--- src/rtl/gcd_ctrl_pkg.sv ---
// Shared constants for the subtract-based GCD controller: state encodings and
// operand mux selects.
package gcd_ctrl_pkg;

  typedef logic [2:0] state_t;

  localparam state_t S_IDLE  = 3'd0;
  localparam state_t S_LOAD  = 3'd1;
  localparam state_t S_CMP   = 3'd2;
  localparam state_t S_SUB_A = 3'd3;
  localparam state_t S_SUB_B = 3'd4;
  localparam state_t S_DONE  = 3'd5;
  localparam state_t S_ERR   = 3'd6;

  localparam logic SEL_IN   = 1'b0;
  localparam logic SEL_DIFF = 1'b1;

endpackage

--- src/rtl/gcd_ctrl_if.sv ---
// Controller <-> datapath/button-logic signal bundle. master = controller side,
// slave = datapath and start-request side.
interface gcd_ctrl_if #(
  parameter int CNT_W = 4
);

  logic             start;
  logic             a_eq_b;
  logic             a_gt_b;
  logic             a_zero;
  logic             b_zero;
  logic             ld_a;
  logic             ld_b;
  logic             sel_a;
  logic             sel_b;
  logic             clr_ab;
  logic             busy;
  logic             done;
  logic             err;
  logic [CNT_W-1:0] iter_count;

  modport master (
    input  start, a_eq_b, a_gt_b, a_zero, b_zero,
    output ld_a, ld_b, sel_a, sel_b, clr_ab, busy, done, err, iter_count
  );

  modport slave (
    output start, a_eq_b, a_gt_b, a_zero, b_zero,
    input  ld_a, ld_b, sel_a, sel_b, clr_ab, busy, done, err, iter_count
  );

endinterface

--- src/rtl/gcd_iter_cnt.sv ---
// Subtraction counter for the GCD controller: sync clear, increment, and a
// terminal flag when the count reaches MAX_ITER.
module gcd_iter_cnt #(
  parameter int MAX_ITER = 15,
  parameter int CNT_W    = 4
) (
  input  logic             clk,
  input  logic             reset,
  input  logic             clr,
  input  logic             inc,
  output logic [CNT_W-1:0] count,
  output logic             term
);

  always_ff @(posedge clk) begin
    if (!reset || clr) begin
      count <= '0;
    end else if (inc) begin
      count <= count + 1'b1;
    end
  end

  // The controller checks term before it ever increments, so count cannot wrap.
  assign term = (count == CNT_W'(MAX_ITER));

endmodule

--- src/rtl/gcd_ctrl.sv ---
// Moore FSM sequencing the subtract-based GCD datapath.
// Optional macro GCD_CTRL_DONE_PULSE_EN: DONE/ERR last one cycle instead of
// holding until start drops.
module gcd_ctrl
  import gcd_ctrl_pkg::*;
#(
  parameter int MAX_ITER = 15,
  parameter int CNT_W    = 4
) (
  input logic        clk,
  input logic        reset,
  gcd_ctrl_if.master bus
);

  state_t           state;
  state_t           state_nxt;
  logic             cnt_clr;
  logic             cnt_inc;
  logic             cnt_term;
  logic [CNT_W-1:0] count;

  logic ld_a, ld_b, sel_a, sel_b, clr_ab, busy, done, err;

  always_ff @(posedge clk) begin
    if (!reset) begin
      state <= S_IDLE;
    end else begin
      state <= state_nxt;
    end
  end

  always_comb begin
    state_nxt = state;
    case (state)
      S_IDLE:  if (bus.start) state_nxt = S_LOAD;
      S_LOAD:  state_nxt = S_CMP;
      S_CMP: begin
        if (bus.a_zero || bus.b_zero) state_nxt = S_ERR;
        else if (bus.a_eq_b)          state_nxt = S_DONE;
        else if (cnt_term)            state_nxt = S_ERR;
        else if (bus.a_gt_b)          state_nxt = S_SUB_A;
        else                          state_nxt = S_SUB_B;
      end
      S_SUB_A: state_nxt = S_CMP;
      S_SUB_B: state_nxt = S_CMP;
`ifdef GCD_CTRL_DONE_PULSE_EN
      S_DONE:  state_nxt = S_IDLE;
      S_ERR:   state_nxt = S_IDLE;
`else
      S_DONE:  if (!bus.start) state_nxt = S_IDLE;
      S_ERR:   if (!bus.start) state_nxt = S_IDLE;
`endif
      default: state_nxt = S_IDLE;
    endcase
  end

  assign cnt_clr = (state == S_LOAD);
  assign cnt_inc = (state == S_SUB_A) || (state == S_SUB_B);

  gcd_iter_cnt #(
    .MAX_ITER (MAX_ITER),
    .CNT_W    (CNT_W)
  ) u_iter_cnt (
    .clk   (clk),
    .reset (reset),
    .clr   (cnt_clr),
    .inc   (cnt_inc),
    .count (count),
    .term  (cnt_term)
  );

  always_comb begin
    ld_a   = 1'b0;
    ld_b   = 1'b0;
    sel_a  = SEL_IN;
    sel_b  = SEL_IN;
    clr_ab = 1'b0;
    busy   = 1'b0;
    done   = 1'b0;
    err    = 1'b0;
    case (state)
      S_LOAD: begin
        ld_a = 1'b1;
        ld_b = 1'b1;
        busy = 1'b1;
      end
      S_CMP:   busy = 1'b1;
      S_SUB_A: begin
        ld_a  = 1'b1;
        sel_a = SEL_DIFF;
        busy  = 1'b1;
      end
      S_SUB_B: begin
        ld_b  = 1'b1;
        sel_b = SEL_DIFF;
        busy  = 1'b1;
      end
      S_DONE:  done = 1'b1;
      S_ERR: begin
        err    = 1'b1;
        clr_ab = 1'b1;
      end
      default: ;
    endcase
  end

  assign bus.ld_a       = ld_a;
  assign bus.ld_b       = ld_b;
  assign bus.sel_a      = sel_a;
  assign bus.sel_b      = sel_b;
  assign bus.clr_ab     = clr_ab;
  assign bus.busy       = busy;
  assign bus.done       = done;
  assign bus.err        = err;
  assign bus.iter_count = count;

endmodule

--- src/flat_wrapper.sv ---
// flat-port wrapper written by rule: the top's interface ports become plain ports
module gcd_ctrl_flat import gcd_ctrl_pkg::*;
#(
  parameter int MAX_ITER = 15,
  parameter int CNT_W    = 4
)
  (clk, reset, bus_start, bus_a_eq_b, bus_a_gt_b, bus_a_zero, bus_b_zero, bus_ld_a, bus_ld_b, bus_sel_a, bus_sel_b, bus_clr_ab, bus_busy, bus_done, bus_err, bus_iter_count);
  gcd_ctrl_if #(.CNT_W(CNT_W)) bus_i ();
  input logic clk;
  input logic reset;
  input wire logic [$bits(bus_i.start)-1:0] bus_start;
  input wire logic [$bits(bus_i.a_eq_b)-1:0] bus_a_eq_b;
  input wire logic [$bits(bus_i.a_gt_b)-1:0] bus_a_gt_b;
  input wire logic [$bits(bus_i.a_zero)-1:0] bus_a_zero;
  input wire logic [$bits(bus_i.b_zero)-1:0] bus_b_zero;
  output wire logic [$bits(bus_i.ld_a)-1:0] bus_ld_a;
  output wire logic [$bits(bus_i.ld_b)-1:0] bus_ld_b;
  output wire logic [$bits(bus_i.sel_a)-1:0] bus_sel_a;
  output wire logic [$bits(bus_i.sel_b)-1:0] bus_sel_b;
  output wire logic [$bits(bus_i.clr_ab)-1:0] bus_clr_ab;
  output wire logic [$bits(bus_i.busy)-1:0] bus_busy;
  output wire logic [$bits(bus_i.done)-1:0] bus_done;
  output wire logic [$bits(bus_i.err)-1:0] bus_err;
  output wire logic [$bits(bus_i.iter_count)-1:0] bus_iter_count;
  assign bus_i.start = bus_start;
  assign bus_i.a_eq_b = bus_a_eq_b;
  assign bus_i.a_gt_b = bus_a_gt_b;
  assign bus_i.a_zero = bus_a_zero;
  assign bus_i.b_zero = bus_b_zero;
  assign bus_ld_a = bus_i.ld_a;
  assign bus_ld_b = bus_i.ld_b;
  assign bus_sel_a = bus_i.sel_a;
  assign bus_sel_b = bus_i.sel_b;
  assign bus_clr_ab = bus_i.clr_ab;
  assign bus_busy = bus_i.busy;
  assign bus_done = bus_i.done;
  assign bus_err = bus_i.err;
  assign bus_iter_count = bus_i.iter_count;
  gcd_ctrl #(.MAX_ITER(MAX_ITER), .CNT_W(CNT_W)) u_core (.clk(clk), .reset(reset), .bus(bus_i));
endmodule
--- config.mk ---
export PLATFORM = sky130hd
export DESIGN_NAME = gcd_ctrl_flat
export DESIGN_NICKNAME = d
export VERILOG_FILES = /design/src/rtl/gcd_ctrl_pkg.sv /design/src/rtl/gcd_ctrl_if.sv /design/src/rtl/gcd_iter_cnt.sv /design/src/rtl/gcd_ctrl.sv /design/src/flat_wrapper.sv
export SDC_FILE = /design/constraint.sdc
export NUM_CORES = 1
export LEC_CHECK = 0
export BUFFER_PORTS_ARGS = -buffer_cell sky130_fd_sc_hd__buf_2
export CAP_MARGIN = 20
export CORE_AREA = 2 2 39 41
export DETAILED_ROUTE_END_ITERATION = 6
export DIE_AREA = 0 0 41 43
export GPL_TIMING_DRIVEN = 0
export PLACE_DENSITY_LB_ADDON = 0.2
export RECOVER_POWER = 25
export REMOVE_ABC_BUFFERS = 1
export SKIP_CTS_REPAIR_TIMING = 1
export SYNTH_ARGS = -nofsm -noshare
export SYNTH_HDL_FRONTEND = slang
export SYNTH_SLANG_ARGS = --single-unit
export TNS_END_PERCENT = 1
--- constraint.sdc ---
create_clock -name clk -period 3.04 [get_ports clk]
set_input_delay 0.152 -clock clk [delete_from_list [all_inputs] [get_ports clk]]
set_output_delay 0.152 -clock clk [all_outputs]
set_load 0.05 [all_outputs]
==> impl_metrics.env, run 1 <==
export IMPL_min_period_over_period_pct=64.95
export IMPL_status="completed"
export IMPL_grt_usage_pct=17.04
export IMPL_setup_worst_path_class="reg -> out"
export IMPL_tns_ps=0
export IMPL_synth_ff_latch_count=7
export IMPL_mostFrequentLayoutCell="buf_2"
export IMPL_portBuffers=18
export IMPL_grt_overflow=0
export IMPL_clock_sinks=7
export IMPL_fill_cells=150
export IMPL_routed_wl_um=1215
export IMPL_antenna_found_initial=0
export IMPL_fin_skew_ps=0.6063
export IMPL_reg2reg_depth=4
export IMPL_syn_inst=67
export IMPL_clk_pin_slew_ps=60
export IMPL_synthAdderAreaFrac_pct=2.421
export IMPL_pre_cts_slack_ps=1349
export IMPL_max_freq_mhz=506.4
export IMPL_finalNonFillerCells=99
export IMPL_synth_top_family_by_area="simple AND/OR/NAND/NOR gates"
export IMPL_wire_per_inst_um=12.27
export IMPL_synth_simple_area_share_pct=30.51
export IMPL_vias=526
export IMPL_finalNetCount=92
export IMPL_cp_start_kind="register"
export IMPL_drt_iter0_drc=18
export IMPL_synth_area_leader_cell="dfxtp_1"
export IMPL_avgSynthCellArea_um2=7.713
export IMPL_endpoint_kind="output port"
export IMPL_synth_top_cell_area_share_pct=27.12
export IMPL_crit_required_ps=2890
export IMPL_synth_seq_area_share_pct=27.12
export IMPL_muxShareOfSynthArea_pct=2.179
export IMPL_maxCapViolations=0
export IMPL_dp_cells=95
export IMPL_drtAntennaViolNets=0
export IMPL_startpoint="u_core.state[0]"
export IMPL_dieArea_mm2=0.001763
export IMPL_placementRows=14
export IMPL_synth_xor_area_share_pct=3.390
export IMPL_grt_first_pass_wirelength_um=2014
export IMPL_die_y_um=43
export IMPL_synth_area_leaders="dfxtp_1, nand3_1, a22o_1"
export IMPL_rr_endpoint="u_core.u_iter_cnt.count[1]"
export IMPL_ys_warn_count=0
export IMPL_clockBufferDepth=2
export IMPL_layout_common_cells="buf_2, nand3_1, dfxtp_1"
export IMPL_hold_viol=0
export IMPL_finalHoldWorstSlack_ps=173.8
export IMPL_drc=0
export IMPL_coreArea_mm2=0.001384
export IMPL_layout_drive_gt1_share_pct=22.89
export IMPL_drt_first_pass_iters=4
export IMPL_rsz0062_at_grt="false"
export IMPL_diodes=0
export IMPL_yosysUniqueCellTypes=30
export IMPL_synthArstFlopShare_pct=0
export IMPL_setup_viol=0
export IMPL_ir_drop_mv=0.1910
export IMPL_grt_max_degree=17
export IMPL_worstPathArrival_ps=1820
export IMPL_worst_slack_ps=1065
export IMPL_final_max_slew_viol_count=0
export IMPL_cts_tree="built"
export IMPL_whs_path_depth=3
export IMPL_place_gp_congestion=0.7434
export IMPL_crit_path_end="bus_ld_b"
export IMPL_synth_edf_count=0
export IMPL_rr_startpoint="u_core.state[0]"
export IMPL_dp_hpwl_um=836.3
export IMPL_htree_levels=1
export IMPL_synth_compound_area_share_pct=28.33
export IMPL_worstMarginPinSlew_ps=591.0
export IMPL_relSlewSlack_pct=60.77
export IMPL_numCtsBuffers=3
export IMPL_regToRegSetupSlack_ps=1370
export IMPL_p_per_area_mw_per_mm2=465.7
export IMPL_drt_vias_per_instance=5.313
export IMPL_grt_pass1_vias=469
export IMPL_netlist_area_um2=516.7
export IMPL_initial_core_util_pct=37.34
export IMPL_synth_flop_cell="dfxtp_1"
export IMPL_die_w_um=41
export IMPL_hp_class="in -> reg"
export IMPL_io_pins=19
export IMPL_clk_insertion_delay_late_ps=260
export IMPL_cts_root_buffer="clkbuf_4"
export IMPL_cp_max_fo=13
export IMPL_synthToLayoutAreaGrowth_pct=20.10
export IMPL_post_route_min_period_ps=1975
export IMPL_leakagePower_nw=0.2770
cells in the mapped netlist (all sizes together), types with 2 or more instances:
| cell | n |
|---|---|
| a21oi | 5 |
| a22o | 3 |
| and2 | 2 |
| buf | 2 |
| clkbuf | 4 |
| dfxtp | 7 |
| nand2 | 3 |
| nand2b | 3 |
| nand3 | 7 |
| nor2 | 5 |
| nor2b | 4 |
| nor3b | 2 |
| o21ai | 4 |
| o41ai | 2 |
metrics by stage:
stage / power [mW] / utilization (%) / cell area (um^2)
2_1_floorplan: 0.1764 / - / 489.2
3_3_place_gp: 0.2002 / 43.31 / 599.3
3_5_place_dp: 0.2006 / 43.31 / 599.3
4_1_cts: 0.2912 / 45.21 / 625.6
5_1_grt: 0.3065 / 44.85 / 620.6
6_report: 0.2890 / 44.85 / 620.6
state kept, by name, summed over array words and instances (netlist names):
register                 cells
u_core.state                 3
u_core.u_iter_cnt.count      4
cell families (layout without fill, tap and decap cells):
logic type	Yosys count	in the layout
AOI/OAI and AO/OA	21	21
xor gates and xnor gates	2	2
adders and majority gates	1	1
buffers and inverters	7	23
DFF	7	7
muxes	1	1
and+or+nand+nor	28	28
worst min-delay path by stage:
stage                                             to  slack [ps]       from
after floorplan           u_core.u_iter_cnt.count[2]         270      reset
after global placement               u_core.state[1]         430  bus_start
after detailed placement             u_core.state[1]         430  bus_start
after CTS                            u_core.state[1]         160  bus_start
after global routing                 u_core.state[1]         200  bus_start
final                                u_core.state[1]         170  bus_start
cell type report:
type,count,area [um^2],area share [%]
multi-input cells,53,345.3,55.65
flip-flops and latches,7,140.1,22.58
repair buffers,18,85.08,13.71
clock buffers,4,26.28,4.234
well taps,16,20.02,3.226
inverters,1,3.754,0.6048
critical path, stage by stage (launching register included):
cell and delay [ps]:
dfxtp_1 590, nor2b_1 470, nor2_1 140, nor2_1 110
buf_2 270
per-layer routing:
metal	global-route usage, %	part of all wire [%]	vias up
met4	10.00	2.0	0
li1	-	-	278
met3	4.712	3.6	4
met5	0	0	-
met1	23.45	48	234
met2	22.81	46	10
power breakdown:
group | switching [mW] | internal (mW) | total, mW
Clock | 0.0405 | 0.0505 | 0.0910
Combinational | 0.0569 | 0.0277 | 0.0846
Sequential | 0.0166 | 0.0968 | 0.113
Total | 0.114 | 0.175 | 0.289
(Power assumes the default switching activity.)
==> run 2: changes to the inputs <==
==> constraint.sdc (replaced) <==
create_clock -name clk -period 1.7 [get_ports clk]
set_input_delay 0.085 -clock clk [delete_from_list [all_inputs] [get_ports clk]]
set_output_delay 0.085 -clock clk [all_outputs]
set_load 0.05 [all_outputs]
==> run 2 against run 1 <==
Final cell count unchanged. Count of clock-buffer cells in the layout unchanged. Flip-flop and latch count unchanged. Critical path type unchanged.
==> impl_metrics.env, run 2 (same netlist as run 1, synthesis figures left out) <==
export IMPL_status="completed"
export IMPL_setup_viol=0
export IMPL_regToRegSetupSlack_ps=260
export IMPL_fill_cells=147
export IMPL_synthToLayoutAreaGrowth_pct=23.49
export IMPL_hp_class="in -> reg"
export IMPL_numCtsBuffers=3
export IMPL_worstPathArrival_ps=1470
export IMPL_wire_per_inst_um=12.21
export IMPL_worstMarginPinSlew_ps=591.0
export IMPL_crit_required_ps=1620
export IMPL_drt_first_pass_iters=4
export IMPL_endpoint_kind="output port"
export IMPL_rr_startpoint="u_core.state[1]"
export IMPL_max_freq_mhz=642.4
export IMPL_cp_start_kind="register"
export IMPL_grt_max_degree=17
export IMPL_drtAntennaViolNets=0
export IMPL_grt_util_met3_pct=4.712
export IMPL_dieArea_mm2=0.001763
export IMPL_place_gp_congestion=0.7434
export IMPL_io_pins=19
export IMPL_rsz0062_at_grt="false"
export IMPL_coreArea_mm2=0.001384
export IMPL_leakagePower_nw=0.2791
export IMPL_regMostFlops="u_core.u_iter_cnt.count"
export IMPL_grt_pass1_vias=469
export IMPL_vias=528
export IMPL_grt_overflow=0
export IMPL_p_per_area_mw_per_mm2=821.0
export IMPL_post_route_min_period_ps=1557
export IMPL_cts_tree="built"
export IMPL_grt_busiest_layer="met1"
export IMPL_dp_hpwl_um=836.3
export IMPL_clk_pin_slew_ps=60
export IMPL_portBuffers=18
export IMPL_min_period_over_period_pct=91.57
export IMPL_whs_path_depth=3
export IMPL_clockBufferDepth=2
export IMPL_clk_insertion_delay_late_ps=260
export IMPL_pre_cts_slack_ps=38.56
export IMPL_reg2reg_depth=4
export IMPL_fin_skew_ps=0.6359
export IMPL_finalNetCount=92
export IMPL_htree_levels=1
export IMPL_die_w_um=41
export IMPL_relSlewSlack_pct=60.77
export IMPL_drc=0
export IMPL_ir_drop_mv=0.3419
export IMPL_top_regs="u_core.u_iter_cnt.count: 4 flops, u_core.state: 3 flops"
export IMPL_placementRows=14
export IMPL_hold_viol=0
export IMPL_diodes=0
export IMPL_routed_wl_um=1209
export IMPL_clock_sinks=7
export IMPL_die_y_um=43
export IMPL_rr_endpoint="u_core.state[1]"
export IMPL_min_from="bus_start"
export IMPL_use_met2_pct=22.81
export IMPL_grt_first_pass_wirelength_um=2014
export IMPL_mostFrequentLayoutCell="buf_2"
export IMPL_min_to="u_core.state[1]"
export IMPL_drt_iter0_drc=12
export IMPL_grt_use_met1_pct=23.45
export IMPL_drt_vias_per_instance=5.333
export IMPL_layout_drive_gt1_share_pct=27.71
export IMPL_tns_ps=0
export IMPL_worst_slack_ps=143.3
export IMPL_largest_reg_flops=4
export IMPL_antenna_found_initial=0
export IMPL_cts_root_buffer="clkbuf_4"
export IMPL_grt_usage_pct=17.04
export IMPL_setup_worst_path_class="reg -> out"
export IMPL_cp_max_fo=16
export IMPL_layout_common_cells="buf_2, nand3_1, nor2_1, a21oi_1, clkbuf_1"
export IMPL_final_max_slew_viol_count=0
export IMPL_maxCapViolations=0
export IMPL_initial_core_util_pct=37.34
## run 2: through the flow
step           area (um^2)  total power, mW  cells  util (%)  hold slack, ps
2_1_floorplan        489.2           0.3155     61         -           202.5
3_3_place_gp         599.3           0.3580     95     43.31           364.5
3_5_place_dp         599.3           0.3586     95     43.31           360.1
4_1_cts              625.6           0.5208     99     45.21           94.37
5_1_grt              638.1           0.5558     99     46.11           123.3
6_report             638.1           0.5239     99     46.11           107.0
## run 2: where the power goes
part           internal [mW]  leakage (nW)  switching [mW]  total (mW)
Combinational         0.0530         0.206           0.101       0.154
Sequential             0.175        0.0581          0.0320       0.207
Clock                 0.0903        0.0150          0.0723       0.163
## run 2: cell type report
cell class / instances / area, um^2 / area share (%)
Tap cell: 16 / 20.02 / 3.137
Timing Repair Buffer: 18 / 85.08 / 13.33
Clock buffer: 4 / 26.28 / 4.118
Multi-Input combinational cell: 53 / 359.1 / 56.27
Sequential cell: 7 / 143.9 / 22.55
Inverter: 1 / 3.754 / 0.5882
## run 2: worst max path at each step
stage	from	endpoint	slack, ps
after floorplan	u_core.state[0]	bus_ld_b	-680
after global placement	u_core.state[0]	u_core.u_iter_cnt.count[1]	30
after detailed placement	u_core.state[0]	u_core.u_iter_cnt.count[1]	40
after CTS	u_core.state[0]	bus_ld_b	-220
after global routing	u_core.state[0]	bus_ld_b	50
final	u_core.state[2]	bus_clr_ab	140
## run 2: metal layers
layer  vias to the layer above  wire, um
li1                        278         -
met1                       236       577
met2                        10       563
met3                         4        44
met4                         0        24
met5                         -         0
## run 2: critical path: stages (launching register included)
cell	delay, ps
dfxtp_2	500
nor2b_1	250
and2_1	190
buf_2	270
==> run 3: changes to the inputs <==
--- a/config.mk
+++ b/config.mk
@@ -13,7 +13,6 @@
 export GPL_TIMING_DRIVEN = 0
 export PLACE_DENSITY_LB_ADDON = 0.2
 export RECOVER_POWER = 25
-export REMOVE_ABC_BUFFERS = 1
 export SKIP_CTS_REPAIR_TIMING = 1
 export SYNTH_ARGS = -nofsm -noshare
 export SYNTH_HDL_FRONTEND = slang
==> run 3 against run 2 <==
Sequential power fell by 9.7%. Design area rose by 2.5%. Wire length rose by 7.5%. Clock skew rose by 2.2 ps. Die area did not move. Clock power fell by 6%. Non-clock buffer count rose by 5. Combinational power rose by 19%. Final cell count rose by 5.1%. Critical path type unchanged. Critical endpoint is now bus_err.
==> impl_metrics.env, run 3 (same netlist as run 1, synthesis figures left out) <==
export IMPL_power_mw=0.5251
export IMPL_clk_pin_slew_ps=60
export IMPL_die_w_um=41
export IMPL_coreArea_mm2=0.001384
export IMPL_p_per_area_mw_per_mm2=802.5
export IMPL_min_period_over_period_pct=95.38
export IMPL_regMostFlops="u_core.u_iter_cnt.count"
export IMPL_path_cells="buf_2, and2_1, buf_4, buf_2"
export IMPL_largest_reg_flops=4
export IMPL_layout_common_cells="buf_2, nand3_1, dfxtp_1"
export IMPL_worst_path_buf_inv=3
export IMPL_vias=578
export IMPL_setup_worst_path_class="reg -> out"
export IMPL_portBuffers=17
export IMPL_grt_overflow=0
export IMPL_finalHoldWorstSlack_ps=103.8
export IMPL_fill_cells=150
export IMPL_htree_levels=1
export IMPL_grt_pass1_vias=509
export IMPL_startpoint="u_core.state[1]"
export IMPL_status="completed"
export IMPL_hp_class="in -> reg"
export IMPL_fin_skew_ps=2.880
export IMPL_grt_use_met1_pct=23.62
export IMPL_dieArea_mm2=0.001763
export IMPL_clockBufferDepth=2
export IMPL_grt_util_met3_pct=3.665
export IMPL_mostFrequentLayoutCell="buf_2"
export IMPL_drt_vias_per_instance=5.558
export IMPL_initial_core_util_pct=37.34
export IMPL_syn_nets=75
export IMPL_diodes=0
export IMPL_post_route_min_period_ps=1621
export IMPL_clock_sinks=7
export IMPL_maxCapViolations=0
export IMPL_drt_iter0_drc=11
export IMPL_crit_required_ps=1620
export IMPL_synthToLayoutAreaGrowth_pct=26.63
export IMPL_worstPathArrival_ps=1540
export IMPL_dp_hpwl_um=952.1
export IMPL_wire_per_inst_um=12.50
export IMPL_cp_start_kind="register"
export IMPL_ir_drop_mv=0.3325
export IMPL_drc=0
export IMPL_cp_common_cell="buf_2"
export IMPL_cp_slowest_cell="dfxtp_1"
export IMPL_die_y_um=43
export IMPL_worstMarginPinSlew_ps=589.0
export IMPL_setup_viol=0
export IMPL_rr_startpoint="u_core.state[1]"
export IMPL_use_met2_pct=26.56
export IMPL_finalNetCount=97
export IMPL_cpPeakStageDelay_ps=470
export IMPL_hold_viol=0
export IMPL_grt_usage_pct=17.91
export IMPL_routed_wl_um=1300
export IMPL_layout_drive_gt1_share_pct=27.27
export IMPL_grt_max_degree=11
export IMPL_drtAntennaViolNets=0
export IMPL_max_freq_mhz=616.7
export IMPL_endpoint_kind="output port"
export IMPL_place_gp_congestion=0.7430
export IMPL_cp_max_fo=10
export IMPL_numCtsBuffers=3
export IMPL_final_max_slew_viol_count=0
export IMPL_cts_root_buffer="clkbuf_4"
export IMPL_clk_insertion_delay_late_ps=250
export IMPL_placementRows=14
export IMPL_grt_busiest_layer="met2"
export IMPL_io_pins=19
export IMPL_leakagePower_nw=0.3057
export IMPL_drt_first_pass_iters=5
export IMPL_rsz0062_at_grt="false"
export IMPL_antenna_found_initial=0
export IMPL_grt_first_pass_wirelength_um=2152
export IMPL_min_from="bus_start"
export IMPL_cp_top_family="buffers and inverters"
export IMPL_top_regs="u_core.u_iter_cnt.count: 4 flops, u_core.state: 3 flops"
export IMPL_cts_tree="built"
export IMPL_relSlewSlack_pct=60.90
run 3: changes by cell type in the layout (fill, tap and decap cells not counted), sizes merged:
cell and delta:
clkbuf +3, buf +2
run 3: final timing paths:
kind	slack, ps	depth (start not counted)	endpoint
setup / recovery	80	4	bus_err
hold reg to reg	550	1	u_core.u_iter_cnt.count[3]
setup reg to reg	230	4	u_core.state[1]
hold / removal	100	3	u_core.state[1]
run 3: routing by layer:
metal	vias up	wire, um
li1	292	-
met1	271	639
met2	13	591
met3	2	60
met4	0	8
met5	-	0
run 3: area by class of cell:
type / instances / area [um^2] / share of cell area (%)
clock buffers: 4 / 26.28 / 4.015
multi-input cells: 53 / 352.8 / 53.92
repair buffers: 17 / 80.08 / 12.24
flip-flops and latches: 7 / 140.1 / 21.41
plain buffers: 6 / 31.28 / 4.780
well taps: 16 / 20.02 / 3.059
inverters: 1 / 3.754 / 0.5736
run 3: worst reg2reg max path, cell delays in order, from the launching register on:
cell      delay (ps)
dfxtp_1          470
nor3b_2          140
or4_1            490
o211ai_1         210
nand2_1           70
run 3: where the power goes:
part           switching [mW]  internal, mW  total, mW
logic                   0.125        0.0587      0.183
registers              0.0141         0.173      0.187
clock network          0.0646        0.0898      0.154
run 3: per-stage QoR:
step / area [um^2] / cells / TNS [ps] / worst slack [ps] / util [%]
floorplan: 524.3 / 67 / 0 / 32.31 / -
global placement: 629.4 / 100 / 0 / 204.2 / 45.48
detailed placement: 629.4 / 100 / 0 / 201.7 / 45.48
CTS: 655.6 / 104 / -93.89 / -87.76 / 47.38
global route: 654.4 / 104 / 0 / 12.31 / 47.29
finish: 654.4 / 104 / 0 / 78.56 / 47.29
